### config.mk
export PLATFORM = sky130hd
export DESIGN_NAME = pipeline_interlock_ctrl_flat
export DESIGN_NICKNAME = d
export VERILOG_FILES = /design/src/rtl/pipeline_interlock_ctrl_pkg.sv /design/src/rtl/pipeline_interlock_ctrl_if.sv /design/src/rtl/pipeline_interlock_ctrl_of_src_decode.sv /design/src/rtl/pipeline_interlock_ctrl.sv /design/src/flat_wrapper.sv
export SDC_FILE = /design/constraint.sdc
export NUM_CORES = 1
export LEC_CHECK = 0
export CORE_AREA = 8 8 100 66
export CTS_CLUSTER_SIZE = 24
export DETAILED_ROUTE_END_ITERATION = 16
export DIE_AREA = 0 0 108 74
export GPL_TIMING_DRIVEN = 0
export MAX_ROUTING_LAYER = met4
export PLACE_DENSITY = 0.78
export SETUP_SLACK_MARGIN = 0.2
export SLEW_MARGIN = 30
export SYNTH_ARGS = -nofsm -noshare
export SYNTH_HDL_FRONTEND = slang
export SYNTH_HIERARCHICAL = 1
export SYNTH_SLANG_ARGS = --single-unit
### constraint.sdc
create_clock -name clk -period 4 [get_ports clk]
set_clock_uncertainty 0.2 [all_clocks]
set_input_delay 1 -clock clk [delete_from_list [all_inputs] [get_ports clk]]
set_output_delay 1 -clock clk [all_outputs]
set_load 0.02 [all_outputs]
### src/rtl/pipeline_interlock_ctrl_pkg.sv
// Shared ISA definitions for the pipeline interlock controller: instruction
// field positions, opcodes that matter to hazard detection, and FSM states.
package proc_isa_pkg;

   localparam int OPC_MSB = 31;
   localparam int OPC_LSB = 27;
   localparam int IMM_BIT = 26;
   localparam int RD_MSB  = 25;
   localparam int RD_LSB  = 22;
   localparam int RS1_MSB = 21;
   localparam int RS1_LSB = 18;
   localparam int RS2_MSB = 17;
   localparam int RS2_LSB = 14;

   typedef logic [4:0] opcode_t;
   typedef logic [3:0] reg_t;

   localparam opcode_t OP_ALU_LAST  = 5'b00111;
   localparam opcode_t OP_DIV       = 5'b00011;
   localparam opcode_t OP_MOD       = 5'b00100;
   localparam opcode_t OP_CMP_FIRST = 5'b01010;
   localparam opcode_t OP_CMP_LAST  = 5'b01100;
   localparam opcode_t OP_NOP       = 5'b01101;
   localparam opcode_t OP_LD        = 5'b01110;
   localparam opcode_t OP_ST        = 5'b01111;
   localparam opcode_t OP_RET       = 5'b10100;

   // ret implicitly reads the return-address register
   localparam reg_t RA_REG = 4'hF;

   typedef enum logic {
      RUN,
      DIV_BUSY
   } state_t;

endpackage

### src/rtl/pipeline_interlock_ctrl_if.sv
// Control bundle between the pipeline datapath (master) and the interlock
// controller (slave).
interface pipeline_interlock_ctrl_if #(
   parameter int unsigned CNT_W = 16
);
   logic [31:0]      input_OF_IR;
   logic [31:0]      input_EX_IR;
   logic             OF_valid;
   logic             EX_valid;
   logic             is_branch_taken;
   logic             pc_stall;
   logic             if_of_stall;
   logic             if_of_flush;
   logic             of_ex_bubble;
   logic             ex_hold;
   logic             ma_bubble;
   logic             div_start;
   logic             div_done;
   logic [CNT_W-1:0] stall_cycles;

   modport master (
      output input_OF_IR, input_EX_IR, OF_valid, EX_valid, is_branch_taken,
      input  pc_stall, if_of_stall, if_of_flush, of_ex_bubble, ex_hold,
             ma_bubble, div_start, div_done, stall_cycles
   );

   modport slave (
      input  input_OF_IR, input_EX_IR, OF_valid, EX_valid, is_branch_taken,
      output pc_stall, if_of_stall, if_of_flush, of_ex_bubble, ex_hold,
             ma_bubble, div_start, div_done, stall_cycles
   );
endinterface

### src/rtl/pipeline_interlock_ctrl_of_src_decode.sv
// Decodes which source registers the instruction in OF reads, for load-use
// hazard detection.
module of_src_decode
   import proc_isa_pkg::*;
(
   input  opcode_t opcode,
   input  logic    imm,
   output logic    reads_rs1,
   output logic    reads_rs2,
   output logic    reads_rd,
   output logic    reads_ra
);

   always_comb begin
      reads_rs1 = (opcode <= OP_ALU_LAST)
               || (opcode >= OP_CMP_FIRST && opcode <= OP_CMP_LAST)
               || (opcode == OP_LD)
               || (opcode == OP_ST);
      reads_rs2 = (opcode <= OP_CMP_LAST) && !imm;
      // a store's rd field names the data register being written to memory
      reads_rd  = (opcode == OP_ST);
      reads_ra  = (opcode == OP_RET);
   end

endmodule

### src/rtl/pipeline_interlock_ctrl.sv
// Pipeline interlock: multi-cycle div/mod hold, taken-branch flush and
// load-use stall, with a saturating count of PC-stall cycles.
module pipeline_interlock_ctrl
   import proc_isa_pkg::*;
#(
   parameter int unsigned DIV_CYCLES = 8,
   parameter int unsigned CNT_W      = 16
) (
   input logic                      clk,
   input logic                      reset,
   pipeline_interlock_ctrl_if.slave bus
);

   localparam logic [7:0] DIV_LOAD = 8'(DIV_CYCLES - 1);

   state_t           state;
   logic [7:0]       div_cnt;
   logic [CNT_W-1:0] stall_cnt;

   opcode_t of_op, ex_op;
   reg_t    of_rd, of_rs1, of_rs2, ex_rd;
   logic    of_imm;
   logic    reads_rs1, reads_rs2, reads_rd, reads_ra;
   logic    in_run, ex_is_div, start, busy_stall, done, div_hold;
   logic    flush, hazard, load_use, stall;
   logic    unused_ir_bits;

   assign of_op  = bus.input_OF_IR[OPC_MSB:OPC_LSB];
   assign of_imm = bus.input_OF_IR[IMM_BIT];
   assign of_rd  = bus.input_OF_IR[RD_MSB:RD_LSB];
   assign of_rs1 = bus.input_OF_IR[RS1_MSB:RS1_LSB];
   assign of_rs2 = bus.input_OF_IR[RS2_MSB:RS2_LSB];
   assign ex_op  = bus.input_EX_IR[OPC_MSB:OPC_LSB];
   assign ex_rd  = bus.input_EX_IR[RD_MSB:RD_LSB];
   assign unused_ir_bits = ^{bus.input_OF_IR[13:0], bus.input_EX_IR[26], bus.input_EX_IR[21:0]};

   of_src_decode u_of_src_decode (
      .opcode    (of_op),
      .imm       (of_imm),
      .reads_rs1 (reads_rs1),
      .reads_rs2 (reads_rs2),
      .reads_rd  (reads_rd),
      .reads_ra  (reads_ra)
   );

   // Priority: reset > divide (start or busy) > taken branch > load-use.
   always_comb begin
      in_run     = (state == RUN);
      ex_is_div  = bus.EX_valid && (ex_op == OP_DIV || ex_op == OP_MOD);
      start      = !reset && in_run && ex_is_div;
      busy_stall = !reset && !in_run && (div_cnt > 8'd1);
      done       = !reset && !in_run && (div_cnt <= 8'd1);
      div_hold   = start || busy_stall;
      flush      = !reset && in_run && !ex_is_div && bus.is_branch_taken;
      hazard     = (reads_rs1 && of_rs1 == ex_rd) || (reads_rs2 && of_rs2 == ex_rd)
                || (reads_rd && of_rd == ex_rd) || (reads_ra && RA_REG == ex_rd);
      load_use   = !reset && in_run && !ex_is_div && !bus.is_branch_taken
                && bus.EX_valid && bus.OF_valid && (ex_op == OP_LD) && hazard;
      stall      = div_hold || load_use;

      bus.pc_stall     = stall;
      bus.if_of_stall  = stall && !flush;
      bus.if_of_flush  = flush;
      bus.of_ex_bubble = flush || load_use;
      bus.ex_hold      = div_hold;
      bus.ma_bubble    = div_hold;
      bus.div_start    = start;
      bus.div_done     = done;
      bus.stall_cycles = stall_cnt;
   end

   always_ff @(posedge clk) begin
      if (reset) begin
         state     <= RUN;
         div_cnt   <= '0;
         stall_cnt <= '0;
      end else begin
         case (state)
            RUN: begin
               if (ex_is_div) begin
                  state   <= DIV_BUSY;
                  div_cnt <= DIV_LOAD;
               end
            end
            DIV_BUSY: begin
               if (div_cnt > 8'd1) begin
                  div_cnt <= div_cnt - 8'd1;
               end else begin
                  state   <= RUN;
                  div_cnt <= '0;
               end
            end
            default: begin
               state   <= RUN;
               div_cnt <= '0;
            end
         endcase
         if (stall && stall_cnt != '1) begin
            stall_cnt <= stall_cnt + 1'b1;
         end
      end
   end

endmodule

### src/flat_wrapper.sv
// flat-port wrapper written by rule: the top's interface ports become plain ports
module pipeline_interlock_ctrl_flat import proc_isa_pkg::*;
#(
   parameter int unsigned DIV_CYCLES = 8,
   parameter int unsigned CNT_W      = 16
)
  (clk, reset, bus_input_OF_IR, bus_input_EX_IR, bus_OF_valid, bus_EX_valid, bus_is_branch_taken, bus_pc_stall, bus_if_of_stall, bus_if_of_flush, bus_of_ex_bubble, bus_ex_hold, bus_ma_bubble, bus_div_start, bus_div_done, bus_stall_cycles);
  pipeline_interlock_ctrl_if #(.CNT_W(CNT_W)) bus_i ();
  input logic clk;
  input logic reset;
  input wire logic [$bits(bus_i.input_OF_IR)-1:0] bus_input_OF_IR;
  input wire logic [$bits(bus_i.input_EX_IR)-1:0] bus_input_EX_IR;
  input wire logic [$bits(bus_i.OF_valid)-1:0] bus_OF_valid;
  input wire logic [$bits(bus_i.EX_valid)-1:0] bus_EX_valid;
  input wire logic [$bits(bus_i.is_branch_taken)-1:0] bus_is_branch_taken;
  output wire logic [$bits(bus_i.pc_stall)-1:0] bus_pc_stall;
  output wire logic [$bits(bus_i.if_of_stall)-1:0] bus_if_of_stall;
  output wire logic [$bits(bus_i.if_of_flush)-1:0] bus_if_of_flush;
  output wire logic [$bits(bus_i.of_ex_bubble)-1:0] bus_of_ex_bubble;
  output wire logic [$bits(bus_i.ex_hold)-1:0] bus_ex_hold;
  output wire logic [$bits(bus_i.ma_bubble)-1:0] bus_ma_bubble;
  output wire logic [$bits(bus_i.div_start)-1:0] bus_div_start;
  output wire logic [$bits(bus_i.div_done)-1:0] bus_div_done;
  output wire logic [$bits(bus_i.stall_cycles)-1:0] bus_stall_cycles;
  assign bus_i.input_OF_IR = bus_input_OF_IR;
  assign bus_i.input_EX_IR = bus_input_EX_IR;
  assign bus_i.OF_valid = bus_OF_valid;
  assign bus_i.EX_valid = bus_EX_valid;
  assign bus_i.is_branch_taken = bus_is_branch_taken;
  assign bus_pc_stall = bus_i.pc_stall;
  assign bus_if_of_stall = bus_i.if_of_stall;
  assign bus_if_of_flush = bus_i.if_of_flush;
  assign bus_of_ex_bubble = bus_i.of_ex_bubble;
  assign bus_ex_hold = bus_i.ex_hold;
  assign bus_ma_bubble = bus_i.ma_bubble;
  assign bus_div_start = bus_i.div_start;
  assign bus_div_done = bus_i.div_done;
  assign bus_stall_cycles = bus_i.stall_cycles;
  pipeline_interlock_ctrl #(.DIV_CYCLES(DIV_CYCLES), .CNT_W(CNT_W)) u_core (.clk(clk), .reset(reset), .bus(bus_i));
endmodule
Word-level counts from Yosys, hierarchy flattened --
Cells that the tools add are included.
Word-level totals: bits of input ports 69, flip-flop bits (word level) 25, word-level logic and storage cells 65
Operators by class: eq/ne operators 12, magnitude comparators 5, reduce and logical (&&, ||, !) cells 36, muxes and demuxes 6, $add $sub $neg 2, bitwise logic cells 1
Operators by type and width (number):
- 1-bit logical AND | 21
- 16-bit by 1-bit adder with 16-bit output (second input constant) | 1
- 8-bit two-way mux | 2
- 16-bit != test (second input constant) | 1
- 8-bit one-hot mux with 2 select lines | 1
- 5-bit by 4-bit == test with 1-bit output (second input constant) | 3
- 4-bit == test | 3
- 1-bit logical OR | 10
- 8-bit by 1-bit greater-than comparator with 1-bit output (second input constant) | 1
- 8-bit by 1-bit less-or-equal comparator with 1-bit output (second input constant) | 1
- 8-bit by 1-bit subtractor with 8-bit output (second input constant) | 1
- 5-bit by 2-bit == test with 1-bit output (second input constant) | 1
- 5-bit by 3-bit == test with 1-bit output (second input constant) | 1
- 5-bit == test (second input constant) | 1
- 5-bit by 4-bit >= comparator with 1-bit output (second input constant) | 1
- 5-bit by 3-bit less-or-equal comparator with 1-bit output (second input constant) | 1
- 5-bit by 4-bit less-or-equal comparator with 1-bit output (second input constant) | 1
- 1-bit zero test | 5
- 4-bit == test (first input constant) | 1
- 1-bit two-way mux | 2
- 2-bit != test (second input constant) | 1
- 1-bit one-hot mux with 2 select lines | 1
- 1-bit NOT | 1

Longest topological paths before layout --
word-level depth 12, depth in mapped cells 10, mapped depth without buffers 9

Modules after synthesis --
The synthesis kept the hierarchy.
Modules (own cells, without submodules):
- pipeline_interlock_ctrl | instances 1, cells an instance 200, sequential area each 500.5 um^2, area each 1674.1 um^2
- of_src_decode | instances 1, cells an instance 8, sequential area each 0.0 um^2, area each 61.3 um^2

Worst setup path after synthesis --
No wires, ideal clock.
path type input to output, start input bus_input_EX_IR[28], end output bus_if_of_stall, stages on the path 7, slack 0.364 ns, required time 2.800 ns, arrival time 2.436 ns, buffers on the path 2, cell sequence or3b_2 a211oi_2 o21ai_2 nand2b_2 buf_6 buf_8 nand2_1
Between the ends: cells in the longest elaborated chain, start to end 12, elaborated cells between the ends (all ways) 18
Ends and longest elaborated chain:
- from (decl) | line flat_wrapper.sv:12 | input wire logic [$bits(bus_i.input_EX_IR)-1:0] bus_input_EX_IR;
- 5-bit by 2-bit == test with 1-bit output / 5-bit by 3-bit == test with 1-bit output (equally long branches) | line pipeline_interlock_ctrl.sv:49 | ex_is_div = bus.EX_valid && (ex_op == OP_DIV || ex_op == OP_MOD);
- 1-bit logical OR | line pipeline_interlock_ctrl.sv:49
- 1-bit logical AND | line pipeline_interlock_ctrl.sv:49
- 1-bit zero test | line pipeline_interlock_ctrl.sv:54, pipeline_interlock_ctrl.sv:57
- 1-bit logical AND | line pipeline_interlock_ctrl.sv:54, pipeline_interlock_ctrl.sv:57
- 1-bit logical AND | line pipeline_interlock_ctrl.sv:57 | load_use = !reset && in_run && !ex_is_div && !bus.is_branch_taken
- 1-bit logical AND (4 in series) | line pipeline_interlock_ctrl.sv:58 | && bus.EX_valid && bus.OF_valid && (ex_op == OP_LD) && hazard;
- 1-bit logical OR | line pipeline_interlock_ctrl.sv:59 | stall = div_hold || load_use;
- 1-bit logical AND (*) | line pipeline_interlock_ctrl.sv:62 | bus.if_of_stall = stall && !flush;
- to (decl) | line flat_wrapper.sv:17 | output wire logic [$bits(bus_i.if_of_stall)-1:0] bus_if_of_stall;
Every way passes the cells marked *; elsewhere a longest branch is shown, timed or not.

Final worst setup path --
start input bus_input_OF_IR[31], end output bus_of_ex_bubble
Between the ends: cells in the longest elaborated chain, start to end 11, elaborated cells between the ends (all ways) 20
Ends and longest elaborated chain:
- from (decl) | line flat_wrapper.sv:11 | input wire logic [$bits(bus_i.input_OF_IR)-1:0] bus_input_OF_IR;
- 5-bit by 4-bit >= comparator with 1-bit output / 5-bit by 4-bit less-or-equal comparator with 1-bit output (equally long branches) | line pipeline_interlock_ctrl_of_src_decode.sv:16 | || (opcode >= OP_CMP_FIRST && opcode <= OP_CMP_LAST)
- 1-bit logical AND | line pipeline_interlock_ctrl_of_src_decode.sv:16
- 1-bit logical OR | line pipeline_interlock_ctrl_of_src_decode.sv:16
- 1-bit logical OR | line pipeline_interlock_ctrl_of_src_decode.sv:17 | || (opcode == OP_LD)
- 1-bit logical OR (*) | line pipeline_interlock_ctrl_of_src_decode.sv:18 | || (opcode == OP_ST);
- named net u_core.reads_rs1 | line pipeline_interlock_ctrl.sv:23 | logic reads_rs1, reads_rs2, reads_rd, reads_ra;
- 1-bit logical AND (*) | line pipeline_interlock_ctrl.sv:55 | hazard = (reads_rs1 && of_rs1 == ex_rd) || (reads_rs2 && of_rs2 == ex_rd)
- 1-bit logical OR (*) | line pipeline_interlock_ctrl.sv:55
- 1-bit logical OR (*) (2 in series) | line pipeline_interlock_ctrl.sv:56 | || (reads_rd && of_rd == ex_rd) || (reads_ra && RA_REG == ex_rd);
- 1-bit logical AND (*) | line pipeline_interlock_ctrl.sv:58
- 1-bit logical OR (*) | line pipeline_interlock_ctrl.sv:64 | bus.of_ex_bubble = flush || load_use;
- to (decl) | line flat_wrapper.sv:19 | output wire logic [$bits(bus_i.of_ex_bubble)-1:0] bus_of_ex_bubble;
The timed path passes the listed nets; every way through them passes the cells marked *.

==> metrics.json <==
{
  "drcViolationCount": {"value": 0},
  "number_of_max_capacitance_violations_reported": {"value": 0},
  "viasPerCell": {"value": 5.02},
  "first_global_vias": {"value": 1668},
  "max_frequency": {"value": 0.266, "unit": "GHz"},
  "postRouteWirelength": {"value": 5290, "unit": "um"},
  "finalHoldViolCount": {"value": 0},
  "synth_simple_gate_area_share": {"value": 29.0, "unit": "%"},
  "synth.mux.area_fraction": {"value": 10.7, "unit": "%"},
  "core.rowCount": {"value": 21},
  "signed_area_change_from_the_synthesized_netlist_to_the_final_layout": {"value": 51.3, "unit": "%"},
  "detail_route.iter0.violations": {"value": 125},
  "dominant_combinational_cell_family_by_area_after_synthesis": {"value": "simple AND/OR/NAND/NOR gates"},
  "yosys.area.top_type": {"value": "sky130_fd_sc_hd__dfxtp_1"},
  "initial_utilization": {"value": 33.2, "unit": "%"},
  "multi_input_area": {"value": 1270, "unit": "um2"},
  "place_congestion": {"value": 0.867},
  "max-clock-path-buffers": {"value": 2},
  "xor_xnor_fraction_of_synth_area": {"value": 6.56, "unit": "%"},
  "cts-hold-fix-buffers": {"value": 0},
  "insertedDiodeCount": {"value": 0},
  "regArea": {"value": 500, "unit": "um2"},
  "io_buffer_count": {"value": 55},
  "synth.cell_area": {"value": 1740, "unit": "um2"},
  "synth_compound_gate_area_share": {"value": 17.2, "unit": "%"},
  "floorplan.die_area": {"value": 7990, "unit": "um2"},
  "tns": {"value": 0, "unit": "ps"},
  "placed_cells": {"value": 332},
  "detail_route.first_pass.iterations": {"value": 4},
  "synthArstFlopShare": {"value": 0, "unit": "%"},
  "cells_taking_the_most_area_after_synthesis": {"value": "sky130_fd_sc_hd__dfxtp_1 (29%), sky130_fd_sc_hd__nor2_1 (4.5%), sky130_fd_sc_hd__mux2i_1 (4.0%)"},
  "rsz0062_at_grt": {"value": "yes"},
  "total_overflow_reported_by_the_global_router": {"value": 0},
  "power.ir.vdd_worst": {"value": 0.116, "unit": "mV"},
  "synth.yosys.seq_area_share": {"value": 28.8, "unit": "%"},
  "timing.hold.worst.class": {"value": "flip-flop to flip-flop"},
  "numCtsBuffers": {"value": 3},
  "cp_data_required_time": {"value": 2800, "unit": "ps"},
  "routed_wire_length_per_instance": {"value": 15.3, "unit": "um"},
  "global_route.usage.total": {"value": 13.2, "unit": "%"},
  "ios": {"value": 93},
  "n_fill_cell": {"value": 468},
  "syn-mean-instance-area": {"value": 8.34, "unit": "um2"},
  "total_power": {"value": 522, "unit": "uW"},
  "placeableCoreArea": {"value": 5230, "unit": "um2"},
  "synth-edff-count": {"value": 0},
  "num_vias": {"value": 1732},
  "synth_cells": {"value": 208},
  "cellPowerDensity": {"value": 199, "unit": "nW/um2"},
  "layout_commonest_cell": {"value": "sky130_fd_sc_hd__clkdlybuf4s50_1"},
  "ctsRootBufferMaster": {"value": "sky130_fd_sc_hd__clkbuf_8"},
  "status": {"value": "complete, no violations"},
  "cts_max_level": {"value": 1},
  "placement_stage_cell_area": {"value": 2370, "unit": "um2"},
  "worst_pin_slew": {"value": 618, "unit": "ps"},
  "final_slew_viol_count": {"value": 0},
  "dp.final_hpwl": {"value": 4090, "unit": "um"},
  "final.period_utilization": {"value": 93.8, "unit": "%"},
  "clkSlewWorstSetupHoldPaths": {"value": 90, "unit": "ps"},
  "clock_latency": {"value": 280, "unit": "ps"},
  "synth_warn": {"value": 6},
  "timing.critical_path.arrival": {"value": 2550, "unit": "ps"},
  "share_of_synthesized_cell_area_in_full_adder_half_adder_and_majority_cells": {"value": 2.16, "unit": "%"},
  "slew-limit-headroom": {"value": 58.4, "unit": "%"},
  "most-common-layout-cells": {"value": "sky130_fd_sc_hd__clkdlybuf4s50_1 (34), sky130_fd_sc_hd__dfxtp_1 (25), sky130_fd_sc_hd__nor2_1 (21)"},
  "nets": {"value": 349},
  "x_dimension_of_the_die": {"value": 108, "unit": "um"},
  "timing.critical_path.to_type": {"value": "output port"},
  "post_route_cells_drive_above_1_share": {"value": 22.8, "unit": "%"},
  "clock_tree_from_tritoncts": {"value": "yes"},
  "layout_min_cycle_time": {"value": 3750, "unit": "ps"},
  "syn-num-nets": {"value": 280},
  "synth.lib_cells_used.distinct": {"value": 53},
  "finalInstanceArea": {"value": 2630, "unit": "um2"},
  "path_class": {"value": "input pin to output port"},
  "postSynthRegisterBits": {"value": 25},
  "postSynth.topFlopCell": {"value": "sky130_fd_sc_hd__dfxtp_1"},
  "layoutNonFillerInstCount": {"value": 345},
  "dieHeight": {"value": 74, "unit": "um"},
  "grt_start_max_net_pins": {"value": 14},
  "timing.final.setup_violations": {"value": 0},
  "antenna_found_initial": {"value": 0},
  "global_route_wire_length_before_repair": {"value": 8260, "unit": "um"},
  "drt.antenna.violating_nets": {"value": 0},
  "post-synth-top-area-fraction": {"value": 28.8, "unit": "%"},
  "critical_path_peak_fanout": {"value": 6},
  "clock_sink_count": {"value": 25},
  "crit_path_start_kind": {"value": "input pin"},
  "static-leakage-power": {"value": 1.05, "unit": "nW"}
}
## worst paths after layout
path / slack (ps) / cells past startpoint / end / startpoint
setup reg to reg: 1260 / 9 / u_core/bus.stall_cycles[10] / u_core/div_cnt[3]
setup / recovery: 250 / 8 / bus_of_ex_bubble / bus_input_OF_IR[31]
hold reg to reg: 280 / 1 / u_core/div_cnt[6] / u_core/div_cnt[6]
hold / removal: 280 / 1 / u_core/div_cnt[6] / u_core/div_cnt[6]
## stage by stage
stage / util, % / hold WS, ps / setup slack, ps
global placement: 45.4 / 247 / -852
finish: 50.2 / 278 / 247
floorplan: - / 230 / 364
CTS: 48.9 / 276 / 202
detailed placement: 45.4 / 257 / -904
global route: 50.2 / 305 / 170
## final cells by class
class                           count  area share, %
Multi-Input combinational cell    164           48.5
Timing Repair Buffer               64           23.4
Sequential cell                    25           19.1
Tap cell                           69           3.29
Buffer                              8           2.43
Clock buffer                        4           1.72
Inverter                           11           1.67
## timing repair
action                     CTS  global route
pin swaps                    6             7
setup endpoints to repair    8             6
resized for setup           64            17
buffers inserted             7             2
## critical path: stages
cell	delay, ps
sky130_fd_sc_hd__clkdlybuf4s50_1	490
sky130_fd_sc_hd__a31oi_2	220
sky130_fd_sc_hd__nand2_2	90
sky130_fd_sc_hd__nor4_4	300
sky130_fd_sc_hd__o31ai_4	100
sky130_fd_sc_hd__buf_6	150
sky130_fd_sc_hd__nand2b_1	80
sky130_fd_sc_hd__buf_6	120
## cells in the mapped netlist, types with 4 or more instances
| cell type | count |
|---|---|
| sky130_fd_sc_hd__nor3_1 | 7 |
| sky130_fd_sc_hd__dfxtp_1 | 25 |
| sky130_fd_sc_hd__mux2_2 | 4 |
| sky130_fd_sc_hd__o21ai_0 | 7 |
| sky130_fd_sc_hd__xor2_1 | 6 |
| sky130_fd_sc_hd__nand2b_1 | 8 |
| sky130_fd_sc_hd__clkbuf_1 | 4 |
| sky130_fd_sc_hd__nand3_1 | 8 |
| sky130_fd_sc_hd__nor2b_1 | 7 |
| sky130_fd_sc_hd__nand2_1 | 18 |
| sky130_fd_sc_hd__mux2_4 | 4 |
| sky130_fd_sc_hd__nor2_1 | 21 |
| sky130_fd_sc_hd__mux2i_1 | 7 |
| sky130_fd_sc_hd__xnor2_1 | 7 |
| sky130_fd_sc_hd__nand4_1 | 5 |
| sky130_fd_sc_hd__a211oi_1 | 6 |
| sky130_fd_sc_hd__inv_1 | 10 |
## where the power goes
group          internal [mW]  total (mW)  switching, mW
Clock                 0.0715       0.158         0.0869
Sequential             0.251       0.253        0.00255
Combinational         0.0566       0.111         0.0540
Total                  0.379       0.522          0.143
## per-layer routing
| layer | track usage [%] | wire length [um] | part of all wire [%] |
|---|---|---|---|
| met5 | - | 0 | 0 |
| met4 | 1.83 | 17 | 0.32 |
| met3 | 3.37 | 262 | 5.0 |
| met2 | 19.2 | 2330 | 44 |
| met1 | 18.3 | 2680 | 51 |
## logic make-up after synthesis
kind of cell / count (synthesis)
compound gates: 39
mux: 16
buf+inv: 19
flops: 25
xor+xnor: 13
fa+ha+maj: 3
simple gates: 93
## state kept, by name, indices dropped and copies added (netlist names)
signal	flops
u_core/state	1
u_core/bus.stall_cycles	16
u_core/div_cnt	8
Power figures use the tool's default switching activity.
